**src/rtl/adc_uart_pkg.sv**
```systemverilog
// Shared definitions for the ADC-to-UART framing path.
package adc_uart_pkg;

    // Framer state encoding
    typedef enum logic [2:0] {
        IDLE = 3'd0,
        SYNC = 3'd1,
        SEQ  = 3'd2,
        HI   = 3'd3,
        LO   = 3'd4
    } frame_state_e;

    localparam int unsigned FRAME_BYTES       = 4;
    localparam logic [7:0]  DEFAULT_SYNC_BYTE = 8'hA5;

endpackage

```
**src/rtl/sync_fifo.sv**
```systemverilog
// Single-clock FIFO with show-ahead read data and an occupancy count.
module sync_fifo #(
    parameter int unsigned WIDTH = 12,
    parameter int unsigned DEPTH = 8,
    localparam int unsigned AW   = $clog2(DEPTH),
    localparam int unsigned LW   = AW + 1
) (
    input  logic             clk,
    input  logic             rst,
    input  logic             push,
    input  logic             pop,
    input  logic [WIDTH-1:0] wr_data,
    output logic [WIDTH-1:0] rd_data,
    output logic [LW-1:0]    level,
    output logic             full,
    output logic             empty
);

    logic [WIDTH-1:0] mem [DEPTH];
    logic [AW-1:0]    wr_ptr_q;
    logic [AW-1:0]    rd_ptr_q;
    logic [LW-1:0]    count_q;
    logic             push_ok;
    logic             pop_ok;

    // Guard against overrun/underrun so the count stays consistent
    assign push_ok = push && !full;
    assign pop_ok  = pop && !empty;

    assign full    = (count_q == LW'(DEPTH));
    assign empty   = (count_q == '0);
    assign level   = count_q;
    assign rd_data = mem[rd_ptr_q];

    // Storage array; contents need no reset
    always_ff @(posedge clk) begin
        if (push_ok) begin
            mem[wr_ptr_q] <= wr_data;
        end
    end

    // Pointers and occupancy count
    always_ff @(posedge clk or posedge rst) begin
        if (rst) begin
            wr_ptr_q <= '0;
            rd_ptr_q <= '0;
            count_q  <= '0;
        end else begin
            if (push_ok) begin
                wr_ptr_q <= wr_ptr_q + 1'b1;
            end
            if (pop_ok) begin
                rd_ptr_q <= rd_ptr_q + 1'b1;
            end
            if (push_ok && !pop_ok) begin
                count_q <= count_q + 1'b1;
            end else if (!push_ok && pop_ok) begin
                count_q <= count_q - 1'b1;
            end
        end
    end

endmodule

```
**src/rtl/adc_frame_packer.sv**
```systemverilog
// Buffers ADC samples and emits each as a 4-byte frame: SYNC, seq, data hi, data lo.
module adc_frame_packer
    import adc_uart_pkg::*;
#(
    parameter int unsigned ADC_WIDTH  = 12,
    parameter int unsigned FIFO_DEPTH = 8,
    parameter logic [7:0]  SYNC_BYTE  = DEFAULT_SYNC_BYTE,
    localparam int unsigned LVL_W     = $clog2(FIFO_DEPTH) + 1
) (
    input  logic                 RST_clk,
    input  logic                 RST,
    input  logic [ADC_WIDTH-1:0] adc_data,
    input  logic                 adc_valid,
    output logic [7:0]           tx_data,
    output logic                 tx_valid,
    input  logic                 tx_ready,
    output logic                 overflow,
    output logic [LVL_W-1:0]     fifo_level
);

    frame_state_e         state_q, state_d;
    logic [7:0]           tx_data_q, tx_data_d;
    logic                 tx_valid_q, tx_valid_d;
    logic [7:0]           seq_q, seq_d;
    logic [ADC_WIDTH-1:0] sample_q, sample_d;
    logic                 overflow_q, overflow_d;

    logic                 fifo_push;
    logic                 fifo_pop;
    logic [ADC_WIDTH-1:0] fifo_rd_data;
    logic                 fifo_full;
    logic                 fifo_empty;
    logic                 xfer;
    logic [15:0]          sample_ext;

    // Full is judged on the registered level, so a same-cycle pop never frees a slot
    assign fifo_push  = adc_valid && !fifo_full;
    assign overflow_d = overflow_q || (adc_valid && fifo_full);
    assign xfer       = tx_valid_q && tx_ready;
    assign sample_ext = 16'(sample_q);

    sync_fifo #(
        .WIDTH (ADC_WIDTH),
        .DEPTH (FIFO_DEPTH)
    ) u_fifo (
        .clk     (RST_clk),
        .rst     (RST),
        .push    (fifo_push),
        .pop     (fifo_pop),
        .wr_data (adc_data),
        .rd_data (fifo_rd_data),
        .level   (fifo_level),
        .full    (fifo_full),
        .empty   (fifo_empty)
    );

    // Next state and next registered byte outputs
    always_comb begin
        state_d    = state_q;
        tx_data_d  = tx_data_q;
        tx_valid_d = tx_valid_q;
        seq_d      = seq_q;
        sample_d   = sample_q;
        fifo_pop   = 1'b0;
        unique case (state_q)
            IDLE: begin
                if (!fifo_empty) begin
                    fifo_pop   = 1'b1;
                    sample_d   = fifo_rd_data;
                    state_d    = SYNC;
                    tx_valid_d = 1'b1;
                    tx_data_d  = SYNC_BYTE;
                end
            end
            SYNC: begin
                if (xfer) begin
                    state_d   = SEQ;
                    tx_data_d = seq_q;
                end
            end
            SEQ: begin
                if (xfer) begin
                    state_d   = HI;
                    tx_data_d = sample_ext[15:8];
                end
            end
            HI: begin
                if (xfer) begin
                    state_d   = LO;
                    tx_data_d = sample_ext[7:0];
                end
            end
            LO: begin
                if (xfer) begin
                    seq_d = seq_q + 8'd1;
                    // Chain straight into the next frame when a sample is waiting
                    if (!fifo_empty) begin
                        fifo_pop   = 1'b1;
                        sample_d   = fifo_rd_data;
                        state_d    = SYNC;
                        tx_valid_d = 1'b1;
                        tx_data_d  = SYNC_BYTE;
                    end else begin
                        state_d    = IDLE;
                        tx_valid_d = 1'b0;
                        tx_data_d  = 8'h00;
                    end
                end
            end
            default: begin
                state_d    = IDLE;
                tx_valid_d = 1'b0;
                tx_data_d  = 8'h00;
            end
        endcase
    end

    // State, sequence, sample and output registers
    always_ff @(posedge RST_clk or posedge RST) begin
        if (RST) begin
            state_q    <= IDLE;
            tx_data_q  <= 8'h00;
            tx_valid_q <= 1'b0;
            seq_q      <= 8'h00;
            sample_q   <= '0;
            overflow_q <= 1'b0;
        end else begin
            state_q    <= state_d;
            tx_data_q  <= tx_data_d;
            tx_valid_q <= tx_valid_d;
            seq_q      <= seq_d;
            sample_q   <= sample_d;
            overflow_q <= overflow_d;
        end
    end

    assign tx_data  = tx_data_q;
    assign tx_valid = tx_valid_q;
    assign overflow = overflow_q;

endmodule

```
**config.mk**
```make
export PLATFORM = sky130hd
export DESIGN_NAME = adc_frame_packer
export DESIGN_NICKNAME = d
export VERILOG_FILES = /design/src/rtl/adc_uart_pkg.sv /design/src/rtl/sync_fifo.sv /design/src/rtl/adc_frame_packer.sv
export SDC_FILE = /design/constraint.sdc
export NUM_CORES = 1
export LEC_CHECK = 0
export ABC_CLOCK_PERIOD_IN_PS = 7610
export BUFFER_PORTS_ARGS = -buffer_cell sky130_fd_sc_hd__buf_2
export CELL_PAD_IN_SITES_DETAIL_PLACEMENT = 0
export CELL_PAD_IN_SITES_GLOBAL_PLACEMENT = 2
export CORE_MARGIN = 4
export CORE_UTILIZATION = 50
export DETAILED_ROUTE_END_ITERATION = 16
export PLACE_DENSITY = 0.87
export SETUP_SLACK_MARGIN = 0.15
export SLEW_MARGIN = 20
export SYNTH_ARGS = -nofsm -noshare
export SYNTH_HDL_FRONTEND = slang
export SYNTH_HIERARCHICAL = 1
export SYNTH_SLANG_ARGS = --single-unit
```
**constraint.sdc**
```tcl
create_clock -name RST_clk -period 7.61 [get_ports RST_clk]
set_input_delay 1.522 -clock RST_clk [delete_from_list [all_inputs] [get_ports RST_clk]]
set_output_delay 1.522 -clock RST_clk [all_outputs]
set_load 0.05 [all_outputs]
```
==> impl_metrics.csv, run 1 <==
group,metric,value,unit
run_status,status,"completed",
global_route,grt-ovfl-total,0,
logic_synthesis,synth_xor_area_frac,0.0205,
global_route,grt_usage,0.164,
critical_path,path_cells,"buf_2 > nand2_1 > a21boi_4 > o41ai_4 > ha_1 > inv_1 > ha_1 > or4_1 > nand3_1 > o211ai_1",
cells_and_area,fillCellCount,849,
worst_hold_path,hold_class,"reg2reg",
sta,period_share,0.465,
critical_path,rrSetupSlack,4.24,ns
logic_synthesis,synth_top_family_by_area,"multiplexers",
sta,drv_slew,0,
global_route,grt_use_met2,0.270,
critical_path,start_kind,"input port",
clocking,cts_repair_resize_count,0,
critical_path,crit_path_frequent_cell,"ha_1",
detailed_routing,drc,0,
power,p_comb_frac,0.330,
power,finalPower,2940,µW
logic_synthesis,synth_compound_area_frac,0.0485,
power,p_clk_frac,0.269,
power,p_sw,996,µW
worst_hold_path,whs_endpoint,"overflow$_DFF_PP0_",
logic_synthesis,ys_warn_count,6,
logic_synthesis,ys_types,49,
cells_and_area,antenna_cells,0,
global_route,grt_max_degree,34,
global_route,grt_antenna_before_repair,0,
cells_and_area,syn_to_final_growth,14.6,%
power,intPower,1950,µW
sta,slew_headroom,0.300,
global_route,grt_pass1_wl,17.1,mm
logic_synthesis,ys_seq_elements,139,
critical_path,crit_type,"in2reg",
detailed_routing,drt_iter0_markers,214,
global_route,grt_util_met1,0.212,
floorplan,start_util,0.517,
floorplan,core_area,11600,µm²
detailed_routing,dr.pass1.iters,4,
floorplan,rows,39,
critical_path,cp_max_fo,13,
power,p_leak,0.00258,µW
sta,worst_slew_pin_slew,1.05,ns
cells_and_area,final_cells,540,
cells_and_area,nNetsFinal,409,
critical_path,cp-end-kind,"flop",
placement,dp.cells,510,
logic_synthesis,synth_nets,366,
logic_synthesis,synth-adder-area-share,0.0159,
sta,holdWs,0.466,ns
detailed_routing,drt-vias-per-instance,5.60,
worst_hold_path,hold_depth,1,
sta,finalSetupViolations,0,
logic_synthesis,synthSimpleGateAreaFrac,0.0619,
clocking,clk_latency,0.41,ns
sta,hold_viol,0,
floorplan,dieHeight,117,µm
sta,fin_tns_setup,0,ns
critical_path,cpPeakStageDelay,0.51,ns
clocking,ctsHoldBuffers,0,
power,power_frac_seq,0.401,
floorplan,num_io_pins,30,
logic_synthesis,avgSynthCellArea,17.4,µm²
global_route,busiest_layer,"met2",
floorplan,die_w,117,µm
critical_path,reg2reg_to,"u_fifo/level[3]$_DFFE_PP0P_",
sta,fin_crit,3.54,ns
detailed_routing,wirelength,10.6,mm
clocking,cts_tree,"done",
power,switching_share,0.339,
logic_synthesis,ys.flop_type,"edfxtp_1",
global_route,grt_util_met3,0.0428,
sta,rsz0062_at_grt,"no",
detailed_routing,routedWlPerCell,19.6,µm
logic_synthesis,synthMuxAreaShare,0.168,
logic_synthesis,synth_edf_count,96,
detailed_routing,ant_nets,0,
cells_and_area,post-route-util,0.593,
critical_path,critPathSlowestCell,"or4_1",
logic_synthesis,ys_async_sr_fraction,0.309,
power,p_per_area,429,nW/µm²
worst_hold_path,holdCritStartpoint,"overflow$_DFF_PP0_",
critical_path,worstRegToRegCells,11,
critical_path,cp.required,7.89,ns
critical_path,cp.arrival,3.82,ns
placement,numPortBuffers,29,
logic_synthesis,syn-instance-count,343,
clocking,clockRootBuffer,"clkbuf_16",
sta,finalClockSkew,0.0158,ns
placement,place_hpwl,6.56,mm
clocking,htree_levels,4,
global_route,grt_pass1_vias,3116,
floorplan,dieArea,13800,µm²
critical_path,r2r-start,"u_fifo/level[0]$_DFFE_PP0P_",
clocking,clock-sinks,139,
cells_and_area,drive_above_1_share,0.259,
logic_synthesis,syn_area,5980,µm²
job,cap_violations,0,
clocking,postCtsSetupRepairBufs,0,
placement,place_congestion,0.745,
power,ir_drop,244,µV
clocking,cts_buffer_depth,2,
logic_synthesis,ys_seq_area_frac,0.662,
clocking,numCtsBuffers,17,
sta,fmax,282,MHz
clocking,clk_pin_slew_worst_paths,0.06,ns
detailed_routing,num_vias,3026,
[power by group through the flow]
stage | Sequential, µW | Clock, µW | Combinational [µW]
CTS | 1180 | 808 | 979
global placement | 1190 | 0 | 953
detailed placement | 1200 | 0 | 971
floorplan | 1200 | 0 | 744
finish | 1180 | 791 | 970
global route | 1210 | 845 | 1060
[per-layer routing]
layer,wire length [µm],vias up
met5,0,-
met1,4740,1524
met3,426,8
li1,-,1433
met2,5300,61
met4,100,0
[synth_stat cells (7+ instances only)]
cell type	count	share of area
nor2_1	14	0.0088
mux4_1	21	0.092
o21ai_0	7	0.0059
inv_1	7	0.0044
edfxtp_1	96	0.48
mux2_1	9	0.017
mux2_2	21	0.040
dfrtp_1	43	0.18
nand2_1	15	0.0094
xnor2_1	11	0.016
nand3_1	11	0.0092
[final cells by class]
type / count / area [µm²] / share of cell area
Sequential cell: 139 / 3960 / 0.577
Multi-Input combinational cell: 181 / 1900 / 0.277
Clock buffer: 17 / 425 / 0.0621
Timing Repair Buffer: 40 / 228 / 0.0332
Tap cell: 143 / 179 / 0.0261
Clock inverter: 13 / 143 / 0.0208
Inverter: 7 / 26.3 / 0.00383
[stage by stage]
stage / cell area (µm²) / setup slack, ns
floorplan: 5980 / 4.07
global placement: 6290 / 3.70
detailed placement: 6290 / 3.64
CTS: 6860 / 4.08
global route: 6860 / 3.89
finish: 6860 / 4.07
[logic make-up (layout without fill, tap and decap cells)]
family | Yosys count | count (layout)
DFF | 139 | 139
and+or+nand+nor | 68 | 68
muxes | 59 | 59
AOI/OAI and AO/OA | 33 | 33
buffers and inverters | 23 | 77
xor gates and xnor gates | 14 | 14
adders and majority gates | 7 | 7
[placed cells by master (no fill, tap or decap), types with 4 or more instances in the layout]
| master | Yosys | routed |
|---|---|---|
| dfrtp_1 | 43 | 43 |
| nand3_1 | 11 | 11 |
| clkbuf_16 | 0 | 17 |
| mux2_2 | 21 | 21 |
| nor2b_1 | 6 | 6 |
| mux4_1 | 21 | 21 |
| buf_2 | 3 | 29 |
| buf_4 | 0 | 11 |
| nor2_1 | 14 | 14 |
| inv_6 | 0 | 5 |
| nand2_1 | 15 | 15 |
| nand2b_1 | 4 | 4 |
| edfxtp_1 | 96 | 96 |
| ha_1 | 6 | 6 |
| mux2i_1 | 5 | 5 |
| o21ai_0 | 7 | 7 |
| inv_1 | 7 | 7 |
| xnor2_1 | 11 | 11 |
| mux2_1 | 9 | 9 |
| a22o_1 | 5 | 5 |
[sequential cells by signal, indices dropped and copies added (netlist names)]
signal / flops
overflow: 1
sample_q: 12
seq_q: 8
state_q: 3
tx_data: 8
tx_valid: 1
u_fifo/level: 4
u_fifo/mem: 96
u_fifo/rd_ptr_q: 3
u_fifo/wr_ptr_q: 3
[critical path: cells and delay by family]
kind	cells	cell delay, ns
AND/OR/NAND/NOR	3	0.70
AO/OA/AOI/OAI	3	0.72
buffers and inverters	2	0.28
adder cells (fa/ha/maj)	2	0.59
[worst max-delay path by stage]
stage                   from                           to  slack (ns)  cells past startpoint
floorplan           tx_ready  u_fifo/level[3]$_DFFE_PP0P_        4.07                     10
global placement    tx_ready  u_fifo/level[3]$_DFFE_PP0P_        3.70                     10
detailed placement  tx_ready  u_fifo/level[3]$_DFFE_PP0P_        3.64                     10
CTS                 tx_ready  u_fifo/level[3]$_DFFE_PP0P_        4.08                     10
global route        tx_ready  u_fifo/level[3]$_DFFE_PP0P_        3.89                     10
finish              tx_ready  u_fifo/level[3]$_DFFE_PP0P_        4.07                     10
(Power assumes the default switching activity.)
==> run 2, diff against run 1 <==
--- a/config.mk
+++ b/config.mk
@@ -5,14 +5,14 @@
 export SDC_FILE = /design/constraint.sdc
 export NUM_CORES = 1
 export LEC_CHECK = 0
-export ABC_CLOCK_PERIOD_IN_PS = 7610
+export ABC_CLOCK_PERIOD_IN_PS = 3300
 export BUFFER_PORTS_ARGS = -buffer_cell sky130_fd_sc_hd__buf_2
 export CELL_PAD_IN_SITES_DETAIL_PLACEMENT = 0
 export CELL_PAD_IN_SITES_GLOBAL_PLACEMENT = 2
 export CORE_MARGIN = 4
-export CORE_UTILIZATION = 50
+export CORE_UTILIZATION = 46
 export DETAILED_ROUTE_END_ITERATION = 16
-export PLACE_DENSITY = 0.87
+export PLACE_DENSITY = 0.82
 export SETUP_SLACK_MARGIN = 0.15
 export SLEW_MARGIN = 20
 export SYNTH_ARGS = -nofsm -noshare
==> constraint.sdc (replaced) <==
create_clock -name RST_clk -period 3.3 [get_ports RST_clk]
set_input_delay 0.66 -clock RST_clk [delete_from_list [all_inputs] [get_ports RST_clk]]
set_output_delay 0.66 -clock RST_clk [all_outputs]
set_load 0.05 [all_outputs]
==> run 2 against run 1 <==
  * Die area rose by 8.1%
  * Clock power rose by 120%
  * Non-clock buffer count rose by 6
  * Final cell count rose by 6.7%
==> impl_metrics.csv, run 2 (synthesis gave the netlist of run 1 again) <==
group,metric,value,unit
floorplan,start_util,0.472,
placement,post_dp_cell_area,6370,µm²
sta,finalSetupViolations,0,
detailed_routing,routedWlPerCell,18.4,µm
cells_and_area,reg_top3,"u_fifo/mem x96, sample_q x12",
power,intPower,4460,µW
global_route,grt_pass1_wl,17.3,mm
placement,place_hpwl,6.72,mm
cells_and_area,final_cells,576,
floorplan,dieHeight,122,µm
placement,dp.cells,545,
power,ir_drop,634,µV
clocking,ctsHoldBuffers,0,
detailed_routing,dr.pass1.iters,6,
clocking,clockRootBuffer,"clkbuf_16",
global_route,grt_max_degree,33,
detailed_routing,drt_iter0_markers,207,
cells_and_area,final_cell_mix,"96 x edfxtp_1, 41 x dfrtp_1, 29 x buf_2",
floorplan,rows,41,
cells_and_area,fillCellCount,1020,
cells_and_area,nNetsFinal,415,
sta,fmax,342,MHz
critical_path,cp_max_fo,8,
sta,drv_slew,0,
power,p_comb_frac,0.362,
sta,holdWs,0.126,ns
global_route,grt_antenna_before_repair,0,
detailed_routing,drc,0,
global_route,grt_pass1_vias,3143,
power,finalPower,6740,µW
clocking,clock-sinks,139,
power,p_per_area,974,nW/µm²
critical_path,cp.arrival,3.21,ns
sta,worst_slew_pin_slew,0.681,ns
cells_and_area,largest-register,"u_fifo/mem",
detailed_routing,num_vias,3051,
cells_and_area,drive_above_1_share,0.270,
run_status,status,"completed",
sta,fin_crit,2.93,ns
clocking,htree_levels,4,
cells_and_area,mostFrequentLayoutCell,"edfxtp_1",
sta,period_share,0.887,
power,power_frac_seq,0.381,
cells_and_area,antenna_cells,0,
sta,finalClockSkew,0.00813,ns
placement,place_congestion,0.750,
clocking,cts_tree,"done",
clocking,clk_pin_slew_worst_paths,0.06,ns
clocking,numCtsBuffers,17,
placement,numPortBuffers,29,
power,p_clk_frac,0.257,
clocking,clk_latency,0.41,ns
cells_and_area,design_area,6920,µm²
power,p_leak,0.00260,µW
detailed_routing,drt-vias-per-instance,5.30,
floorplan,dieArea,14900,µm²
critical_path,start_kind,"flop",
worst_hold_path,hold_class,"in2async",
floorplan,core_area,12700,µm²
global_route,grt-ovfl-total,0,
critical_path,cp-end-kind,"flop",
power,switching_share,0.338,
cells_and_area,syn_to_final_growth,15.8,%
clocking,cts_buffer_depth,2,
detailed_routing,ant_nets,0,
floorplan,die_w,122,µm
sta,slew_headroom,0.546,
sta,hold_viol,0,
sta,fin_tns_setup,0,ns
power,p_sw,2280,µW
critical_path,crit_type,"reg2reg",
critical_path,cp.required,3.58,ns
sta,rsz0062_at_grt,"no",
floorplan,num_io_pins,30,
detailed_routing,wirelength,10.6,mm
cells_and_area,largest_reg_flops,96,
job,cap_violations,0,
global_route,grt_usage,0.158,
-- run 2: area by class of cell --
type	count	area (µm²)	area share
Clock buffer	17	425	0.0614
Clock inverter	14	123	0.0177
Inverter	7	26.3	0.00379
Multi-Input combinational cell	181	1900	0.274
Sequential cell	139	3960	0.572
Tap cell	172	215	0.0311
Timing Repair Buffer	46	273	0.0394
-- run 2: worst paths after layout --
path                            slack [ns]  cells after the start                   startpoint                          end
worst min register to register        0.45                      1           overflow$_DFF_PP0_           overflow$_DFF_PP0_
worst max register to register        0.37                     11  u_fifo/level[0]$_DFFE_PP0P_  u_fifo/level[3]$_DFFE_PP0P_
min in group RST_clk                  0.45                      1           overflow$_DFF_PP0_           overflow$_DFF_PP0_
worst max-delay path                  0.37                     11  u_fifo/level[0]$_DFFE_PP0P_  u_fifo/level[3]$_DFFE_PP0P_
max in group asynchronous             2.57                      3                          RST       tx_data[6]$_DFFE_PP0P_
worst min-delay path                  0.13                      2                          RST           overflow$_DFF_PP0_
-- run 2: layer usage --
metal | track usage | vias up | part of all wire
li1 | - | 1454 | -
met1 | 0.211 | 1535 | 0.48
met2 | 0.248 | 51 | 0.48
met3 | 0.0464 | 11 | 0.028
met4 | 0.0546 | 0 | 0.011
met5 | 0 | - | 0
-- run 2: critical path, cell delays in order, from the launching register on --
cell and delay (ns):
dfrtp_2 0.49, or4b_4 0.61, inv_1 0.10, nor2b_1 0.08, nand2_1 0.13, inv_1 0.06, ha_1 0.26, inv_2 0.12
ha_1 0.29, or4_1 0.51, nand3_1 0.09, o211ai_1 0.08
-- run 2: timing repair --
| action | 4_1_cts | 5_1_grt |
|---|---|---|
| setup buffers | 0 | 0 |
| hold endpoints to repair | 0 | 0 |
| gates resized for setup | 0 | 2 |
| endpoints found under the setup margin | 0 | 1 |
-- run 2: power groups by stage --
stage	Sequential (µW)	Clock, µW	Combinational (µW)
3_3_place_gp	2580	0	2440
5_1_grt	2620	1860	2680
6_report	2570	1730	2440
2_1_floorplan	2790	0	1720
4_1_cts	2570	1780	2490
3_5_place_dp	2610	0	2460
-- run 2: through the flow --
step,worst slack (ns),util
global placement,0.402,0.503
detailed placement,0.326,0.503
finish,0.373,0.546
CTS,0.318,0.546
global route,0.209,0.546
floorplan,0.158,-
